**src/rtl/aes_ctrl_pkg.sv**
```systemverilog
`default_nettype none
// ----------------------------------------------------------------------------
// Package  : aes_ctrl_pkg
// Brief    : Shared constants for the AES control FSMs (state codes, NR).
// Revision : 1.0
// ----------------------------------------------------------------------------
package aes_ctrl_pkg;
  localparam int C_NR    = 10;
  localparam int C_RND_W = 4;

  localparam logic [2:0] C_S_IDLE       = 3'd0;
  localparam logic [2:0] C_S_KEY_EXPAND = 3'd1;
  localparam logic [2:0] C_S_ARK        = 3'd2;
  localparam logic [2:0] C_S_INV_SR     = 3'd3;
  localparam logic [2:0] C_S_INV_SB     = 3'd4;
  localparam logic [2:0] C_S_INV_MC     = 3'd5;
  localparam logic [2:0] C_S_DONE       = 3'd6;
  localparam logic [2:0] C_S_ERR        = 3'd7;
endpackage
`default_nettype wire

```
**src/rtl/aes_wdog_timer.sv**
```systemverilog
`default_nettype none
// ----------------------------------------------------------------------------
// Module   : aes_wdog_timer
// Brief    : Saturating dwell counter; expired flags the last permitted cycle.
// Revision : 1.0
// ----------------------------------------------------------------------------
module aes_wdog_timer #(
  parameter int WDOG_CYCLES = 64
) (
  input  logic clk,
  input  logic rst,
  input  logic clr,
  input  logic en,
  output logic expired
);
  localparam int C_W = $clog2(WDOG_CYCLES + 1);

  logic [C_W-1:0] r_cnt;

  always_ff @(posedge clk) begin
    if (rst || clr) begin
      r_cnt <= '0;
    end else if (en && (r_cnt != C_W'(WDOG_CYCLES))) begin
      r_cnt <= r_cnt + 1'b1;
    end
  end

  // r_cnt counts completed cycles, so this is the WDOG_CYCLES-th cycle in state
  assign expired = en && (r_cnt >= C_W'(WDOG_CYCLES - 1));
endmodule
`default_nettype wire

```
**src/rtl/aes_inv_fsm_controller.sv**
```systemverilog
`default_nettype none
// ----------------------------------------------------------------------------
// Module   : aes_inv_fsm_controller
// Brief    : AES-128 inverse-cipher sequencer with descending round keys.
// Revision : 1.0
// ----------------------------------------------------------------------------
module aes_inv_fsm_controller
  import aes_ctrl_pkg::*;
#(
  parameter int NR          = C_NR,
  parameter int WDOG_CYCLES = 64
) (
  input  logic               clk,
  input  logic               rst,
  input  logic               start,
  input  logic               ks_ready,
  input  logic               isb_done,
  output logic               load_en,
  output logic               ks_en,
  output logic               ark_en,
  output logic               isr_en,
  output logic               isb_clr,
  output logic               isb_en,
  output logic               imc_en,
  output logic [C_RND_W-1:0] round,
  output logic               busy,
  output logic               done,
  output logic               err
);
  logic [2:0]         r_state;
  logic [2:0]         w_next;
  logic [C_RND_W-1:0] r_round;
  logic               w_expired;
  logic               w_wd_clr;
  logic               w_wd_en;

  always_ff @(posedge clk) begin
    if (rst) begin
      r_state <= C_S_IDLE;
    end else begin
      r_state <= w_next;
    end
  end

  always_ff @(posedge clk) begin
    if (rst) begin
      r_round <= '0;
    end else if ((r_state == C_S_IDLE) && start) begin
      r_round <= C_RND_W'(NR);
    end else if (w_next == C_S_ERR) begin
      r_round <= '0;
    end else if ((r_state == C_S_ARK) && (r_round != '0)) begin
      r_round <= r_round - 1'b1;
    end
  end

  // ARK routing uses the round value on entry (before its decrement)
  always_comb begin
    w_next = r_state;
    case (r_state)
      C_S_IDLE:       if (start) w_next = C_S_KEY_EXPAND;
      C_S_KEY_EXPAND: begin
        if (ks_ready)       w_next = C_S_ARK;
        else if (w_expired) w_next = C_S_ERR;
      end
      C_S_ARK: begin
        if (r_round == '0)                   w_next = C_S_DONE;
        else if (r_round == C_RND_W'(NR))    w_next = C_S_INV_SR;
        else                                 w_next = C_S_INV_MC;
      end
      C_S_INV_SR:     w_next = C_S_INV_SB;
      C_S_INV_SB: begin
        if (isb_done)       w_next = C_S_ARK;
        else if (w_expired) w_next = C_S_ERR;
      end
      C_S_INV_MC:     w_next = C_S_INV_SR;
      C_S_DONE:       w_next = C_S_IDLE;
      C_S_ERR:        w_next = C_S_IDLE;
      default:        w_next = C_S_IDLE;
    endcase
  end

  always_comb begin
    load_en = 1'b0;
    ks_en   = 1'b0;
    ark_en  = 1'b0;
    isr_en  = 1'b0;
    isb_clr = 1'b0;
    isb_en  = 1'b0;
    imc_en  = 1'b0;
    done    = 1'b0;
    err     = 1'b0;
    case (r_state)
      C_S_IDLE:       load_en = start;
      C_S_KEY_EXPAND: ks_en   = 1'b1;
      C_S_ARK:        ark_en  = 1'b1;
      C_S_INV_SR: begin
        isr_en  = 1'b1;
        isb_clr = 1'b1;
      end
      C_S_INV_SB:     isb_en  = ~isb_done;
      C_S_INV_MC:     imc_en  = 1'b1;
      C_S_DONE:       done    = 1'b1;
      C_S_ERR:        err     = 1'b1;
      default:        load_en = 1'b0;
    endcase
  end

  assign busy  = (r_state != C_S_IDLE);
  assign round = r_round;

  assign w_wd_clr = (w_next != r_state);
  assign w_wd_en  = (r_state == C_S_KEY_EXPAND) || (r_state == C_S_INV_SB);

  aes_wdog_timer #(
    .WDOG_CYCLES (WDOG_CYCLES)
  ) u_wdog (
    .clk     (clk),
    .rst     (rst),
    .clr     (w_wd_clr),
    .en      (w_wd_en),
    .expired (w_expired)
  );
endmodule
`default_nettype wire

```
**config.mk**
```make
export PLATFORM = sky130hd
export DESIGN_NAME = aes_inv_fsm_controller
export DESIGN_NICKNAME = d
export VERILOG_FILES = /design/src/rtl/aes_ctrl_pkg.sv /design/src/rtl/aes_wdog_timer.sv /design/src/rtl/aes_inv_fsm_controller.sv
export SDC_FILE = /design/constraint.sdc
export NUM_CORES = 1
export LEC_CHECK = 0
export ABC_AREA = 1
export BUFFER_PORTS_ARGS = -buffer_cell sky130_fd_sc_hd__buf_2
export CAP_MARGIN = 20
export CORE_ASPECT_RATIO = 0.8
export CORE_MARGIN = 1.5
export CORE_UTILIZATION = 47
export CTS_CLUSTER_SIZE = 25
export DETAILED_ROUTE_END_ITERATION = 8
export GPL_TIMING_DRIVEN = 1
export PLACE_DENSITY = 0.73
export SKIP_LAST_GASP = 1
export SYNTH_ARGS = -nofsm -noshare
export SYNTH_HDL_FRONTEND = slang
export SYNTH_SLANG_ARGS = --single-unit
```
**constraint.sdc**
```tcl
create_clock -name clk -period 1.4 [get_ports clk]
set_input_delay 0.28 -clock clk [delete_from_list [all_inputs] [get_ports clk]]
set_output_delay 0.28 -clock clk [all_outputs]
set_load 0.02 [all_outputs]
```
Word level (Yosys, flattened, before mapping)
Index checks and enable logic that the tools add are counted.
{"block": "totals", "elab_cells": 50, "register_bits": 14}
{"block": "classes", "n_lt_le_gt_ge": 1, "bitwise_logic": 1, "n_eq_ne": 11, "muxes": 18, "addsub": 2, "reduce_logical": 13}
{"operator": "$pmux W3 S7", "count": 1}
{"operator": "$mux W3", "count": 6}
{"operator": "$eq A3 B3 Y1 const B", "count": 5}
{"operator": "$mux W4", "count": 3}
{"operator": "$mux W1", "count": 8}
{"operator": "$add A7 B1 Y7 const B", "count": 1}
{"operator": "$ge A7 B6 Y1 const B", "count": 1}
{"operator": "$ne A7 B7 Y1 const B", "count": 1}
{"operator": "$eq A3 B2 Y1 const B", "count": 2}
{"operator": "$reduce_bool A3 Y1", "count": 2}
{"operator": "$eq A4 B4 Y1 const B", "count": 1}
{"operator": "$logic_and A1 B1 Y1", "count": 4}
{"operator": "$logic_not A4 Y1", "count": 1}
{"operator": "$reduce_bool A4 Y1", "count": 1}
{"operator": "$sub A4 B1 Y4 const B", "count": 1}
{"operator": "$eq A3 B1 Y1 const B", "count": 1}
{"operator": "$logic_not A3 Y1", "count": 1}
{"operator": "$ne A3 B3 Y1", "count": 1}
{"operator": "$reduce_or A3 Y1", "count": 1}
{"operator": "$logic_or A1 B1 Y1", "count": 2}
{"operator": "$reduce_or A2 Y1", "count": 1}
{"operator": "$not A1 Y1", "count": 1}

Logic depth before layout (Yosys ltp)
{"block": "depth", "depth_word": 9, "ltp_mapped": 12}

Modules after synthesis
A second synthesis with hierarchy kept.
{"block": "unflattened", "cells_unflattened": 158, "hier_area_um2": 1087.3}
{"mod": "aes_inv_fsm_controller", "cells_per_inst": 96, "n_inst": 1, "area_each_um2": 625.6}
{"mod": "aes_wdog_timer", "cells_per_inst": 62, "n_inst": 1, "area_each_um2": 461.7}

Least setup slack after synthesis
OpenSTA, ideal clock, no wires.
{"block": "synth_timing", "path_kind": "reg-to-reg", "start": "reg r_round[0] (netlist: round[0])", "end": "reg u_wdog.r_cnt[4]", "setup_slack_ps": -279, "path_stages_with_launch": 9, "path_buffers": 0, "setup_ps": 116, "t_arrival_ps": 1563, "period_less_slack_ps": 1679, "cell_sequence": "dfxtp_1 > inv_1 > ha_1 > a31oi_1 > nor2_1 > nand3_1 > nand2_1 > nand3_2 > nor2_1"}
{"block": "synth_between", "elab_chain_len": 6, "word_cells_on_any_way": 7, "classes_between": "2 x eq/ne; 3 x mux; 2 x reduce/logical"}
{"element": "from (decl)", "line": "aes_inv_fsm_controller.sv:32", "text": "logic [C_RND_W-1:0] r_round;"}
{"element": "from (signal assigned)", "line": "aes_inv_fsm_controller.sv:49", "text": "r_round <= C_RND_W'(NR);"}
{"element": "from (signal assigned)", "line": "aes_inv_fsm_controller.sv:53", "text": "r_round <= r_round - 1'b1;"}
{"element": "$eq A4 B4 Y1", "line": "aes_inv_fsm_controller.sv:68", "text": "else if (r_round == C_RND_W'(NR)) w_next = C_S_INV_SR;"}
{"element": "$mux W3", "line": "aes_inv_fsm_controller.sv:68"}
{"element": "$mux W3 *", "line": "aes_inv_fsm_controller.sv:67", "text": "if (r_round == '0) w_next = C_S_DONE;"}
{"element": "$pmux W3 S7 *", "line": "aes_inv_fsm_controller.sv:60", "text": "case (r_state)"}
{"element": "$ne A3 B3 Y1 *", "line": "aes_inv_fsm_controller.sv:112", "text": "assign w_wd_clr = (w_next != r_state);"}
{"element": "$logic_or A1 B1 Y1 *", "line": "aes_wdog_timer.sv:21", "text": "if (rst || clr) begin"}
{"element": "to (signal assigned)", "line": "aes_wdog_timer.sv:24", "text": "r_cnt <= r_cnt + 1'b1;"}
{"element": "to (decl)", "line": "aes_wdog_timer.sv:18", "text": "logic [C_W-1:0] r_cnt;"}
Every way passes the cells marked *; elsewhere a longest branch is shown, timed or not.
A chain may end at the register's enable or synchronous reset.

Final worst setup path
{"block": "layout_timing", "start": "reg r_state[0]", "end": "reg u_wdog.r_cnt[6]"}
{"block": "layout_between", "elab_chain_len": 8, "word_cells_on_any_way": 19, "classes_between": "8 x eq/ne; 5 x mux; 6 x reduce/logical"}
{"element": "from (decl)", "line": "aes_inv_fsm_controller.sv:30", "text": "logic [2:0] r_state;"}
{"element": "from (signal assigned)", "line": "aes_inv_fsm_controller.sv:41", "text": "r_state <= w_next;"}
{"element": "$eq A3 B1 Y1 or $eq A3 B3 Y1 (tied branches)", "line": "aes_inv_fsm_controller.sv:60, aes_inv_fsm_controller.sv:113"}
{"element": "$logic_or A1 B1 Y1", "line": "aes_inv_fsm_controller.sv:113", "text": "assign w_wd_en = (r_state == C_S_KEY_EXPAND) || (r_state == C_S_INV_SB);"}
{"element": "$logic_and A1 B1 Y1", "line": "aes_wdog_timer.sv:29", "text": "assign expired = en && (r_cnt >= C_W'(WDOG_CYCLES - 1));"}
{"element": "$mux W3", "line": "aes_inv_fsm_controller.sv:64, aes_inv_fsm_controller.sv:74"}
{"element": "$mux W3 (on tied branches)", "line": "aes_inv_fsm_controller.sv:73, aes_inv_fsm_controller.sv:63"}
{"element": "$pmux W3 S7", "line": "aes_inv_fsm_controller.sv:60"}
{"element": "$ne A3 B3 Y1", "line": "aes_inv_fsm_controller.sv:112"}
{"element": "$logic_or A1 B1 Y1", "line": "aes_wdog_timer.sv:21"}
Parallel ways exist; a longest one is shown, timed or not.

==> results.md <==
* Power density over the cells at 877 nW/µm²
* Worst-Skew Late Latency at 0.30 ns
* Critical path class: flop to flop
* PortBufs at 18
* Total GRT Usage at 31.2%
* Iter 0 DRT Violations at 83
* Worst setup EP type: flop
* Drt via density at 6.09
* Critical Path Slowest Stage Cell: dfxtp_4
* Syn_area_per_cell at 6.87 µm²
* Die height at approximately 42 µm
* Worst Hold Depth at 2
* Clk pwr share at 21.6%
* Sw Pwr at 554 µW
* RSZ-0062 raised after global routing: yes
* Mapped Cells at 130
* #FFs+latches synth at 14
* Fmax at 0.597 GHz
* CTS H-Tree Depth at 1
* Max_slew headroom at roughly 81%
* Switching share of power at between 30% and 40%
* Failing checks: setup timing
* Cell family contributing the most delay on the critical path: simple AND/OR/NAND/NOR gates
* Skew final at around 0.0044 ns
* Outcome: complete, but fails checks
* RePlAce Congestion at 0.860
* Internal at 877 µW
* Reg-to-Reg Start: r_state[0]$_SDFF_PP0_
* DIE WIDTH at between 50 and 60 µm
* Final WL at 4.06 mm
* TritonCTS clock tree: yes
* Dpl hpwl at 1.75 mm
* Die ar. at 2170 µm²
* Fin. max-slew vios at 0
* Max-cap violations at 0
* Final Cell Area at between 1500 and 2000 µm²
* Post-synth design cell area at 893 µm²
* Diodes inserted at 0
* Most frequent cell after synthesis: inv_1
* CP arrival at 1.90 ns
* CTS sink cnt at 14
* Cell chosen for the clock root: clkbuf_4
* Vias at between 1000 and 1500
* Largest net degree at the start of global routing at 9
* Final ANT Viol Nets at 0
* Area after DPL at roughly 1300 µm²
* Hold Path Sink: round[1]$_SDFFE_PP0P_
* Area growth syn-to-layout at 82.6%
* Num CTS Buffers at 3
* Wire length of the first global-routing pass at 5.02 mm
* Reg2Reg Depth at 9
* Maximum VDD drop at 0.000889 V
* Hold_buf cts at 0
* Starting Density at 52.3%
* Routed length per placed instance at 19.4 µm
* Floorplan Core Area at 1710 µm²
* Clk slew on worst S/H paths at about 0.090 ns
* Ys flop type: dfxtp_1
* Seq pwr share at 32.6%
* Drt drc at 0
* CP dominant cell by count: nand3_4
* Net count, final at 197
* Setup ws final at -0.275 ns
* Worst path buffer plus inverter count at 1
* Final worst-path cycle share at 120%
* Layout cells sized above 1 at between 60% and 70%
* Fin crit period at 1.68 ns
* Ys async rst share at 0%
* Grt ovf at 0
* Maximum clock path buffer count at 2
* Number of synthesized flops with an enable pin at 0
* Vias in the first global route at 1130
* Req. time, crit path at 1.62 ns
* Crit-path max cell delay at 0.37 ns
* Library cells used by synthesis at 23
* Synth top area share at 31.4%
* Setup_tns at -3.30 ns
* Critical path peak fanout at 7
* CP Launch Type: flop
* Combinational power share at 45.8%
* Worst Max-Slew Pin Slew at 0.289 ns
* I/O pins at 19
* Yosys warnings at 0
* Sequential cell area fraction in the yosys report at 31.4%
* R2R Setup Slk at -0.28 ns
* Syn_nets at 139
* Fin. Hold Viols at 0
* Hold_sp: rst
* Initial antenna violation count at 0
* Reg2reg end: u_wdog.r_cnt[6]$_SDFFE_PP0P_
* Hold Path Class: input pin to flop
* Rows at 13
* First-pass DRT Iterations at 4
* Final setup viols at 21
* Ranking of synthesized cells by area: dfxtp_1, inv_1, nand2_1, nand3_1, nor2_1
* Largest area contributor in the netlist: dfxtp_1
* LEAKAGE at ~0.00075 µW
* Most frequent cells after synthesis: inv_1, nand2_1, dfxtp_1, nor2_1, nand3_1
* Place WS at -0.149 ns
* CP cell instances: inv_6 -> nand3_4 -> o21ai_1 -> nor2_4 -> nand2_4 -> o21ai_2 -> a21oi_2 -> nand3_4 -> nor2_1
layer usage:
metal / global-route usage (%) / vias up / share of wire (%)
met2: 52.6 / 121 / 45
li1: - / 542 / -
met3: 4.64 / 41 / 9.5
met5: 0 / - / 0
met1: 37.7 / 568 / 38
met4: 17.4 / 0 / 7.3
worst max-delay path by stage:
stage	start	end	slack [ns]	cells after the start
global route	round[1]$_SDFFE_PP0P_	round[3]$_SDFFE_PP0P_	-0.32	11
CTS	r_state[2]$_SDFF_PP0_	load_en	-0.13	5
detailed placement	u_wdog.r_cnt[0]$_SDFFE_PP0P_	round[0]$_SDFFE_PP0P_	-0.15	12
global placement	u_wdog.r_cnt[0]$_SDFFE_PP0P_	round[0]$_SDFFE_PP0P_	-0.09	12
finish	r_state[0]$_SDFF_PP0_	u_wdog.r_cnt[6]$_SDFFE_PP0P_	-0.28	9
floorplan	round[0]$_SDFFE_PP0P_	u_wdog.r_cnt[1]$_SDFFE_PP0P_	0.004	10
repair_timing:
action,4_1_cts,5_1_grt
gates resized for setup,43,26
setup buffers,10,1
setup endpoints to repair,18,22
pin swaps,13,12
cell type report:
type	instances	area, µm²
Clock buffer	4	36.3
Fill cell	47	76.3
Inverter	24	105
Multi-Input combinational cell	91	732
Sequential cell	14	307
Tap cell	22	27.5
Timing Repair Buffer	54	424
flip-flops by register name (all words and copies together) (netlist names):
signal and flops:
r_state 3, round 4, u_wdog.r_cnt 7
cells by family (layout without fill, tap and decap cells):
group	after synthesis	count (layout)	synth area share, %
buffers and inverters	25	82	10.9
DFF	14	14	31.4
AOI/OAI and AO/OA	19	19	12.2
xor gates and xnor gates	7	7	6.86
and+or+nand+nor	61	61	33.1
adders and majority gates	4	4	5.60
worst register-to-register path, delay by kind of cell, from the launching register on:
kind	cells	cell delay [ns]
AOI/OAI and AO/OA	3	0.51
buffers and inverters	1	0.10
DFF	1	0.37
and+or+nand+nor	5	0.63
per-stage QoR:
step | total power (µW) | std cells | util (%) | hold slack [ns]
finish | 1430 | 209 | 95.5 | 0.239
global route | 1470 | 209 | 95.5 | 0.237
CTS | 1320 | 208 | 90.0 | 0.196
detailed placement | 884 | 194 | 74.8 | 0.494
global placement | 874 | 194 | 74.8 | 0.472
floorplan | 720 | 130 | - | 0.339
power groups by stage:
stage          Sequential (µW)  Clock [µW]  Combinational [µW]
6_report                   467         309                 655
5_1_grt                    467         320                 682
4_1_cts                    457         311                 550
3_5_place_dp               461           0                 423
3_3_place_gp               460           0                 414
2_1_floorplan              473           0                 247
cell usage in the layout, fill, tap and decap left out, types with 2 or more instances in the layout:
cell,n
nor2_2,5
inv_4,2
nand2_2,9
inv_6,2
a21oi_1,6
nand3_2,3
inv_2,4
nand4_1,4
nor2_1,9
inv_1,16
nand2_1,7
o21ai_0,5
nand3_1,8
buf_6,11
xor2_1,6
nor3_1,2
nor3_2,2
nand3_4,4
dfxtp_4,6
buf_4,34
a21oi_2,3
dfxtp_2,3
nand2_4,4
ha_4,3
dfxtp_1,5
buf_2,9
nor2_4,3
clkbuf_4,3
No activity file was read; power rests on OpenSTA's default activity.
